<file path="config.mk">
export PLATFORM = sky130hd
export DESIGN_NAME = spi_flash_seq
export DESIGN_NICKNAME = d
export VERILOG_FILES = /design/src/rtl/spi_flash_seq.sv
export SDC_FILE = /design/constraint.sdc
export NUM_CORES = 1
export LEC_CHECK = 0
export ABC_CLOCK_PERIOD_IN_PS = 2950
export BUFFER_PORTS_ARGS = -buffer_cell sky130_fd_sc_hd__buf_2
export CORE_UTILIZATION = 53
export DETAILED_ROUTE_END_ITERATION = 8
export HOLD_SLACK_MARGIN = 0.05
export PLACE_DENSITY = 0.84
export REMOVE_ABC_BUFFERS = 1
export SLEW_MARGIN = 5
export SYNTH_ARGS = -nofsm -noshare
export SYNTH_HDL_FRONTEND = slang
export SYNTH_SLANG_ARGS = --single-unit
</file>
<file path="constraint.sdc">
create_clock -name clk -period 2.95 [get_ports clk]
set_input_delay 0.59 -clock clk [delete_from_list [all_inputs] [get_ports clk]]
set_output_delay 0.59 -clock clk [all_outputs]
set_load 0.005 [all_outputs]
</file>
<file path="src/rtl/spi_flash_seq.sv">
// spi_flash_seq: command sequencer in front of an SPI flash master.
// Turns single-cycle host requests into master transaction sequences:
//   READ / RDSR : one transaction, reply data returned to the host
//   PP / SE     : WREN, the operation, then RDSR polling until WIP clears
// Ports:
//   clk, rst          clock, asynchronous active-low reset
//   req_*             host request (valid/ready handshake)
//   rsp_*             one-cycle response pulse with data and timeout flag
//   m_*               SPI master request fields and reply (sclk-domain replies)
module spi_flash_seq #(
  parameter int unsigned TMO_CYC  = 1024,
  parameter int unsigned POLL_MAX = 65535,
  parameter int unsigned POLL_GAP = 16
) (
  input  logic        clk,
  input  logic        rst,
  input  logic        req_valid,
  input  logic [1:0]  req_op,
  input  logic [31:0] req_addr,
  input  logic [31:0] req_wdata,
  output logic        req_ready,
  output logic        rsp_valid,
  output logic [31:0] rsp_data,
  output logic        rsp_err,
  output logic [31:0] m_data_in,
  output logic [31:0] m_address,
  output logic [7:0]  m_command,
  output logic [2:0]  m_commtype,
  output logic [6:0]  m_nmiso_bits,
  output logic        m_validflag,
  input  logic [31:0] m_data_out,
  input  logic        m_validflag_out,
  input  logic        m_tready
);

  localparam int unsigned TW = $clog2(TMO_CYC + 1);
  localparam int unsigned GW = (POLL_GAP < 1) ? 1 : $clog2(POLL_GAP + 1);
  localparam int unsigned PW = 16;

  localparam logic [2:0] S_IDLE = 3'd0;
  localparam logic [2:0] S_WREN = 3'd1;
  localparam logic [2:0] S_OP   = 3'd2;
  localparam logic [2:0] S_POLL = 3'd3;
  localparam logic [2:0] S_GAP  = 3'd4;
  localparam logic [2:0] S_DONE = 3'd5;

  localparam logic [1:0] PH_ISSUE  = 2'd0;
  localparam logic [1:0] PH_ACCEPT = 2'd1;
  localparam logic [1:0] PH_WAIT   = 2'd2;

  localparam logic [1:0] OP_READ = 2'b00;
  localparam logic [1:0] OP_PP   = 2'b01;
  localparam logic [1:0] OP_SE   = 2'b10;
  localparam logic [1:0] OP_RDSR = 2'b11;

  // transaction selector for the issue logic
  localparam logic [2:0] X_WREN = 3'd0;
  localparam logic [2:0] X_READ = 3'd1;
  localparam logic [2:0] X_RDSR = 3'd2;
  localparam logic [2:0] X_PP   = 3'd3;
  localparam logic [2:0] X_SE   = 3'd4;

  // synchronizers for the sclk-domain master status
  logic [1:0] tready_sync;
  logic [1:0] vfo_sync;
  logic       vfo_last;
  logic       tready_s;
  logic       vfo_rise;

  assign tready_s = tready_sync[1];
  assign vfo_rise = vfo_sync[1] & ~vfo_last;

  // master assumed idle out of reset so a first request is not dropped early
  always_ff @(posedge clk or negedge rst) begin
    if (!rst) begin
      tready_sync <= 2'b11;
      vfo_sync    <= 2'b00;
      vfo_last    <= 1'b0;
    end else begin
      tready_sync <= {tready_sync[0], m_tready};
      vfo_sync    <= {vfo_sync[0], m_validflag_out};
      vfo_last    <= vfo_sync[1];
    end
  end

  logic addr_hi_unused;
  assign addr_hi_unused = ^req_addr[31:24];

  logic [2:0]    state, state_d;
  logic [1:0]    ph, ph_d;
  logic [1:0]    op_q, op_d;
  logic [23:0]   addr_q, addr_d;
  logic [31:0]   wdata_q, wdata_d;
  logic          expect_q, expect_d;
  logic [TW-1:0] tmo, tmo_d;
  logic [PW-1:0] poll_cnt, poll_d;
  logic [GW-1:0] gap_cnt, gap_d;
  logic          reply_seen, reply_d;

  logic          req_ready_d, rsp_valid_d, rsp_err_d, vf_d;
  logic [31:0]   rsp_data_d, addr_o_d, din_d;
  logic [7:0]    cmd_d;
  logic [2:0]    ctype_d;
  logic [6:0]    nbits_d;

  logic          in_xfer, xfer_done, xfer_tmo, start;
  logic [2:0]    xsel;

  assign in_xfer = (state == S_WREN) || (state == S_OP) || (state == S_POLL);

  // next-state and next-output logic
  always_comb begin
    state_d     = state;
    ph_d        = ph;
    op_d        = op_q;
    addr_d      = addr_q;
    wdata_d     = wdata_q;
    expect_d    = expect_q;
    tmo_d       = tmo;
    poll_d      = poll_cnt;
    gap_d       = gap_cnt;
    reply_d     = reply_seen | vfo_rise;
    req_ready_d = req_ready;
    rsp_valid_d = 1'b0;
    rsp_data_d  = rsp_data;
    rsp_err_d   = rsp_err;
    vf_d        = m_validflag;
    cmd_d       = m_command;
    ctype_d     = m_commtype;
    nbits_d     = m_nmiso_bits;
    addr_o_d    = m_address;
    din_d       = m_data_in;
    xfer_done   = 1'b0;
    xfer_tmo    = 1'b0;
    start       = 1'b0;
    xsel        = X_WREN;

    // transaction engine shared by WREN/OP/POLL
    if (in_xfer) begin
      case (ph)
        PH_ISSUE:  ph_d = PH_ACCEPT;
        PH_ACCEPT: begin
          if (!tready_s) begin
            vf_d = 1'b0;
            ph_d = PH_WAIT;
          end
        end
        PH_WAIT: begin
          if (tready_s && (!expect_q || reply_seen)) xfer_done = 1'b1;
        end
        default: ph_d = PH_ISSUE;
      endcase
      if (!xfer_done) begin
        if (tmo <= TW'(1)) begin
          tmo_d    = '0;
          xfer_tmo = 1'b1;
        end else begin
          tmo_d = tmo - TW'(1);
        end
      end
    end

    case (state)
      S_IDLE: begin
        if (req_valid && req_ready) begin
          op_d        = req_op;
          addr_d      = req_addr[23:0];
          wdata_d     = req_wdata;
          req_ready_d = 1'b0;
          start       = 1'b1;
          case (req_op)
            OP_READ: begin state_d = S_OP;   xsel = X_READ; end
            OP_RDSR: begin state_d = S_OP;   xsel = X_RDSR; end
            default: begin state_d = S_WREN; xsel = X_WREN; end
          endcase
        end
      end
      S_WREN: begin
        if (xfer_done) begin
          state_d = S_OP;
          start   = 1'b1;
          xsel    = (op_q == OP_PP) ? X_PP : X_SE;
        end
      end
      S_OP: begin
        if (xfer_done) begin
          if (op_q == OP_READ) begin
            state_d    = S_DONE;
            rsp_data_d = m_data_out;
          end else if (op_q == OP_RDSR) begin
            state_d    = S_DONE;
            rsp_data_d = {24'h000000, m_data_out[7:0]};
          end else begin
            poll_d  = PW'(POLL_MAX);
            state_d = S_POLL;
            start   = 1'b1;
            xsel    = X_RDSR;
          end
        end
      end
      S_POLL: begin
        if (xfer_done) begin
          rsp_data_d = '0;
          if (!m_data_out[0]) begin
            state_d = S_DONE;
          end else if (poll_cnt == '0) begin
            state_d   = S_DONE;
            rsp_err_d = 1'b1;
          end else begin
            poll_d  = poll_cnt - PW'(1);
            gap_d   = GW'(POLL_GAP);
            state_d = S_GAP;
          end
        end
      end
      S_GAP: begin
        if (gap_cnt <= GW'(1)) begin
          gap_d   = '0;
          state_d = S_POLL;
          start   = 1'b1;
          xsel    = X_RDSR;
        end else begin
          gap_d = gap_cnt - GW'(1);
        end
      end
      S_DONE: begin
        state_d     = S_IDLE;
        req_ready_d = 1'b1;
        rsp_err_d   = 1'b0;
      end
      default: begin
        state_d     = S_IDLE;
        req_ready_d = 1'b1;
      end
    endcase

    // a master that stops responding ends the request; nothing is re-issued
    if (xfer_tmo) begin
      state_d    = S_DONE;
      rsp_err_d  = 1'b1;
      rsp_data_d = '0;
      vf_d       = 1'b0;
    end

    // fields are loaded once here and held until the transaction completes
    if (start) begin
      vf_d     = 1'b1;
      ph_d     = PH_ISSUE;
      tmo_d    = TW'(TMO_CYC);
      reply_d  = 1'b0;
      addr_o_d = {8'h00, addr_d};
      din_d    = wdata_d;
      case (xsel)
        X_READ:  begin cmd_d = 8'h03; ctype_d = 3'b010; nbits_d = 7'd32; expect_d = 1'b1; end
        X_RDSR:  begin cmd_d = 8'h05; ctype_d = 3'b001; nbits_d = 7'd8;  expect_d = 1'b1; end
        X_PP:    begin cmd_d = 8'h02; ctype_d = 3'b100; nbits_d = 7'd0;  expect_d = 1'b0; end
        X_SE:    begin cmd_d = 8'h20; ctype_d = 3'b101; nbits_d = 7'd0;  expect_d = 1'b0; end
        default: begin cmd_d = 8'h06; ctype_d = 3'b000; nbits_d = 7'd0;  expect_d = 1'b0; end
      endcase
    end

    if ((state_d == S_DONE) && (state != S_DONE)) rsp_valid_d = 1'b1;
  end

  // state and registered outputs
  always_ff @(posedge clk or negedge rst) begin
    if (!rst) begin
      state        <= S_IDLE;
      ph           <= PH_ISSUE;
      op_q         <= OP_READ;
      addr_q       <= '0;
      wdata_q      <= '0;
      expect_q     <= 1'b0;
      tmo          <= '0;
      poll_cnt     <= '0;
      gap_cnt      <= '0;
      reply_seen   <= 1'b0;
      req_ready    <= 1'b1;
      rsp_valid    <= 1'b0;
      rsp_data     <= '0;
      rsp_err      <= 1'b0;
      m_validflag  <= 1'b0;
      m_command    <= '0;
      m_commtype   <= 3'b111;
      m_nmiso_bits <= '0;
      m_address    <= '0;
      m_data_in    <= '0;
    end else begin
      state        <= state_d;
      ph           <= ph_d;
      op_q         <= op_d;
      addr_q       <= addr_d;
      wdata_q      <= wdata_d;
      expect_q     <= expect_d;
      tmo          <= tmo_d;
      poll_cnt     <= poll_d;
      gap_cnt      <= gap_d;
      reply_seen   <= reply_d;
      req_ready    <= req_ready_d;
      rsp_valid    <= rsp_valid_d;
      rsp_data     <= rsp_data_d;
      rsp_err      <= rsp_err_d;
      m_validflag  <= vf_d;
      m_command    <= cmd_d;
      m_commtype   <= ctype_d;
      m_nmiso_bits <= nbits_d;
      m_address    <= addr_o_d;
      m_data_in    <= din_d;
    end
  end

endmodule

</file>
==> run metrics, run 1 <==
RSZ-0062 raised after global routing false; CP max stage delay about 0.76 ns; clock buffer count from CTS 22; Mapped Avg Cell Area roughly 11 um2; DIE AREA approximately 0.017 mm2; first-pass GRT wire length between 30 and 40 mm; Clock Latency Late Sink around 0.50 ns; final worst path period need ~2.6 ns; reg2reg start state[0]; Initial DRT Pass Iterations 4; post-synth cell types 62; post_cts resized 0; Final Hold Viols 0; CTS root buf clkbuf_16; footprint of the multi-input gates 0.003259 mm2; DR DRC count 0; largest net degree at the start of global routing between 60 and 70; hold_buf cts 0; total power draw between 0.01 and 0.015 W; placed instance area approximately 0.0099 mm2; CP startpoint kind register; post-synthesis register bit count 203; Commonest cells post-synth dfrtp_1 (197), nand2_1 (196), mux2_2 (57), a22o_1 (34), nor2_1 (23); Setup-failing EPs final 0; Required @ worst endpoint approximately 3.3 ns; Ports ~220; achievable frequency about 390 MHz; actual slew at the worst max-slew pin about 0.93 ns; Clk pin slew, worst setup/hold paths 0.06 ns; Ys Warns 0; final max-slew violation count 0; post-synthesis sequential area ratio a little under 60%; nets@finish between 1,000 and 1,500; # fillers 1,216; depth of the CTS H-tree 1; largest cells by area after synthesis dfrtp_1 (57%), nand2_1 (8.5%), mux2_2 (7.4%); DRT iter0 DRCs slightly above 300; PD cells between 1000 and 1500 mW/mm2; die width ~130 um; dominant synthesized flop cell dfrtp_1; worst-path cell chain o21bai_1 -> nor4_4 -> a31oi_4 -> a21boi_0; final worst clock skew 0.01321 ns; share of layout cells above drive strength 1 around a third; Avg WL per Cell about 16 um; Max IR drop VDD approximately 0.00066 V; Cell Area, Synth 0.008647 mm2; grt total ovfl 0; number of routed nets with antenna violations 0; most frequent cell after synthesis dfrtp_1; synthesis-to-finish area growth 22.50%; crit path max-delay cell type a31oi_4; crit end category register; input/output buffers 195; CTS tree done; worst hold-check path type input pin to async pin; HPWL Detailed approximately 13 mm; cell taking the most area after synthesis dfrtp_1; Slew headroom about two fifths; total track usage between 20 and 25%; post-synthesis cell count between 700 and 800; vias in the first global route 6,233; Initial Utilization between 50 and 60%; row count between 40 and 50; Final Wtd Congestion approximately 0.83; DRT Wirelength approximately 20 mm; Longest Clk Path Bufs 3; Critical Path AT 2.93 ns; Max-Cap Viols 0; register area just over 0.005 mm2; Setup Buffers After CTS 0; Worst Path Max Fanout 34; vias per cell about 5.3; EDFF count, synth 0; Leak between 5 and 6 nW; Die Y between 100 and 150 um; Final period util 87.71%; RR Endpoint rsp_valid; Clock Sinks between 200 and 250; WS Path Type register to register; Yosys top cell area share between 50% and 60%; initial antenna violation count 0; Final Cell Area roughly 0.011 mm2; asr flop ratio synth 100.0%; outcome finished, final reports clean; core area ~0.016 mm2; Reg2Reg Depth 4; r2r setup slk between 0.3 and 0.4 ns; via count ~6,500
-- logic make-up (layout without fill, tap and decap cells) --
family | Yosys count | count (layout) | synth area share [%]
AOI/OAI and AO/OA | 118 | 118 | 9.883
buffers and inverters | 73 | 272 | 4.413
DFF | 203 | 203 | 58.83
other | 1 | 18 | 0.04337
and+or+nand+nor | 317 | 317 | 17.09
xor gates and xnor gates | 6 | 6 | 0.6077
muxes | 58 | 58 | 7.539
adders and majority gates | 11 | 11 | 1.592
-- layout make-up --
class / count / share of cell area [%]
tap: 216 / 2.551
clock inverter: 9 / 0.9568
inverter: 17 / 0.6024
multi-input combinational: 527 / 30.77
timing repair buffer: 215 / 11.07
clock buffer: 31 / 6.000
sequential: 203 / 48.03
antenna: 1 / 0.02362
-- worst max-delay path: cells and delay by family (launching register included) --
kind             cells  cell delay (ns)
AO/OA/AOI/OAI        3             1.69
flip-flops           1             0.59
AND/OR/NAND/NOR      1             0.13
-- cell usage in the layout, fill, tap and decap left out, types with 6 or more instances in the layout --
cell | netlist | final
dfrtp_1 | 197 | 197
nand2_1 | 196 | 195
buf_2 | 17 | 194
mux2_2 | 57 | 57
a22o_1 | 34 | 34
nor2_1 | 23 | 23
clkbuf_16 | 0 | 23
nor3_1 | 22 | 22
a21oi_1 | 21 | 21
o21ai_0 | 17 | 17
conb_1 | 1 | 17
buf_4 | 17 | 17
inv_1 | 16 | 16
ha_1 | 11 | 11
or3_1 | 10 | 10
and3_1 | 8 | 8
nor4_1 | 8 | 8
o21a_1 | 7 | 7
nand3_1 | 7 | 7
nor2b_1 | 6 | 6
nand4_1 | 6 | 6
nor3b_1 | 6 | 6
a31oi_1 | 6 | 6
dfstp_2 | 6 | 6
-- power by group --
part / total (W) / internal, W / switching (W)
Combinational: 0.00333 / 0.00161 / 0.00172
Clock: 0.00277 / 0.00168 / 0.00109
Sequential: 0.00455 / 0.00389 / 0.000667
Total: 0.0107 / 0.00717 / 0.00348
-- metal layers --
layer / up-vias / GRT usage, % / wire length (um)
met5: - / 0 / 0
met4: 0 / 7.729 / 485
met3: 34 / 6.191 / 1535
met2: 220 / 37.21 / 9138
met1: 3167 / 30.72 / 8381
li1: 3094 / - / -
-- registers in the layout (all words and copies together), names as in the netlist, 3 cells and up --
register    count
m_command       4
rsp_data       32
m_address      24
poll_cnt       16
m_commtype      3
addr_q         24
m_data_in      32
gap_cnt         5
tmo            11
state           3
wdata_q        32
-- how the worst max path moves through the flow --
stage / depth (start not counted) / to / start / slack (ns)
2_1_floorplan: 4 / m_address[0] / tready_sync[1] / -3.54
3_3_place_gp: 4 / rsp_valid / state[0] / 0.50
3_5_place_dp: 4 / rsp_valid / state[0] / 0.38
4_1_cts: 4 / rsp_valid / state[0] / 0.39
5_1_grt: 4 / rsp_valid / state[0] / 0.12
6_report: 4 / rsp_valid / state[0] / 0.36
-- metrics by stage --
stage	util [%]	hold WS, ns	std cells	setup WS (ns)	setup TNS [ns]
6_report	66.68	0.03814	1219	0.3626	0
4_1_cts	66.67	0.06549	1218	0.3917	0
3_5_place_dp	62.03	0.3347	1178	0.3830	0
3_3_place_gp	62.03	0.3338	1178	0.4997	0
5_1_grt	66.67	0.07841	1218	0.1243	0
2_1_floorplan	-	0.2944	747	-3.535	-229.06
Note: power is estimated with default switching activity, not from simulation.
==> inputs of run 2 (changes only) <==
--- a/config.mk
+++ b/config.mk
@@ -7,10 +7,10 @@
 export LEC_CHECK = 0
 export ABC_CLOCK_PERIOD_IN_PS = 2950
 export BUFFER_PORTS_ARGS = -buffer_cell sky130_fd_sc_hd__buf_2
-export CORE_UTILIZATION = 53
+export CORE_UTILIZATION = 35
 export DETAILED_ROUTE_END_ITERATION = 8
 export HOLD_SLACK_MARGIN = 0.05
-export PLACE_DENSITY = 0.84
+export PLACE_DENSITY = 0.61
 export REMOVE_ABC_BUFFERS = 1
 export SLEW_MARGIN = 5
 export SYNTH_ARGS = -nofsm -noshare
==> run metrics, run 2 (synthesis gave the netlist of run 1 again) <==
Comb power frac roughly 30%; initial antenna violation count 0; CTS tree done; Final period util between 80% and 90%; Clock Sinks a little over 200; first-pass GRT wire length approximately 33 mm; worst-path cell chain or3_1 -> or4_1 -> nor4_4 -> a31oi_4 -> buf_4 -> a22o_1; Initial DRT Pass Iterations 4; final worst clock skew around 0.016 ns; WS Path Type register to register; row count 57; HPWL Detailed between 10 and 15 mm; crit end category register; achievable frequency 420.6 MHz; share of layout cells above drive strength 1 33.27%; actual slew at the worst max-slew pin between 0.7 and 0.8 ns; outcome finished, final reports clean; RSZ-0062 raised after global routing false; Final Hold Slack about 0.17 ns; utilization after layout between 40% and 50%; Required @ worst endpoint between 3 and 4 ns; Reg2Reg Depth 6; Max-Cap Viols 0; Hold EP vfo_sync[0]; worst hold-check path type input pin to register; hold-critical path depth 1; Ports about 220; Final Wtd Congestion 0.8588; footprint of the multi-input gates 0.003259 mm2; core area ~0.024 mm2; crit path max-delay cell type or4_1; r2r setup slk between 0.5 and 0.6 ns; RR Endpoint rsp_data[7]; Leak between 5 and 6 nW; DR DRC count 0; Setup crit start tmo[6]; Switching Share a little under a third; Clock Latency Late Sink between 0.5 and 0.6 ns; post_cts resized 0; most frequent cells in the layout dfrtp_1 (197), nand2_1 (195), buf_2 (194); Critical Path AT 2.77 ns; register area between 0.005 and 0.006 mm2; largest net degree at the start of global routing 57; Setup-failing EPs final 0; DIE AREA between 0.02 and 0.03 mm2; antenna cell count 0; total track usage approximately 16%; input/output buffers between 150 and 200; CP max stage delay around 0.57 ns; Clk pin slew, worst setup/hold paths about 0.060 ns; DRT Wirelength between 20 and 25 mm; Worst Path Max Fanout 34; PD cells between 1000 and 1500 mW/mm2; Initial Utilization a little over a third; final max-slew violation count 0; Final Hold Viols 0; Longest Clk Path Bufs 3; Top Registers m_data_in: 32 flops, rsp_data: 32 flops, wdata_q: 32 flops; via count 6,483; CP startpoint kind register; Avg WL per Cell roughly 15 um; CTS root buf clkbuf_16; commonest non-fill, non-tap cell in the layout dfrtp_1; DRT iter0 DRCs approximately 300; reg2reg start tmo[6]; vias in the first global route approximately 6,500; number of routed nets with antenna violations 0; final worst path period need around 2.4 ns; grt total ovfl 0; sequential share of power between 40% and 50%; clock buffer count from CTS 24; P_sw around 0.0035 W; Die Y approximately 160 um; Internal between 0.007 and 0.008 W; synthesis-to-finish area growth 26.19%; Clk pwr share roughly 28%; vias per cell 4.849; Slew headroom 52.54%; nets@finish 1,109; # fillers between 2,000 and 2,500; Hold Startpoint m_validflag_out; Max IR drop VDD just under 0.0006 V; die width ~160 um; depth of the CTS H-tree 1
==> run 2: cell types whose count changed in the layout (fill, tap and decap cells not counted), sizes merged <==
cell,previous run,this run
inv,18,17
bufinv,2,4
diode,1,0
clkinvlp,1,0
clkbuf,32,38
clkinv,5,3
dlygate4sd3,0,1
buf,214,220
==> run 2: layout make-up <==
type / count / share of cell area [%]
clock buffers: 37 / 6.502
repair buffers: 222 / 11.36
clock inverters: 7 / 1.342
flip-flops and latches: 203 / 46.62
multi-input cells: 527 / 29.87
well taps: 324 / 3.715
inverters: 17 / 0.5848
==> run 2: power by group through the flow <==
stage               logic [W]  clock network, W  registers, W
floorplan             0.00201                 0       0.00451
global placement      0.00332                 0       0.00452
detailed placement    0.00336                 0       0.00456
CTS                   0.00338           0.00323       0.00453
global route          0.00373           0.00334       0.00467
finish                0.00334           0.00313       0.00452
==> run 2: timing repair <==
action,in CTS,in global routing
buffers inserted,0,0
hold buffers,1,0
endpoints found under the hold margin,21,0
==> run 2: worst max-delay path: cells and delay by family, from the launching register on <==
kind                   cells  cell delay, ns
AOI/OAI and AO/OA          2            0.32
DFF                        1            0.42
buffers and inverters      1            0.25
and+or+nand+nor            3            1.23
==> run 2: worst max path at each step <==
stage | end | slack, ns
finish | rsp_data[7] | 0.57
global route | rsp_data[4] | 0.43
CTS | rsp_data[7] | 0.55
detailed placement | rsp_data[31] | 0.61
global placement | rsp_data[23] | 0.61
floorplan | m_address[0] | -3.54
==> run 2: metrics by stage <==
step                      setup WS [ns]  total power, W  setup TNS [ns]  std cells  instance area (um2)
after floorplan                  -3.535        0.006528         -229.06        747                 8389
after global placement           0.6112        0.007839               0       1292                10050
after detailed placement         0.6083        0.007925               0       1292                10050
after CTS                        0.5546         0.01115               0       1337                10910
after global routing             0.4324         0.01174               0       1337                10910
final                            0.5725         0.01100               0       1337                10910
==> run 2: per-layer routing <==
| metal | vias to the layer above | track usage (%) | wire, um |
|---|---|---|---|
| li1 | 3116 | - | - |
| met1 | 3111 | 20.75 | 8966 |
| met2 | 220 | 25.58 | 9102 |
| met3 | 36 | 5.027 | 1710 |
| met4 | 0 | 4.589 | 363 |
| met5 | - | 0 | 0 |
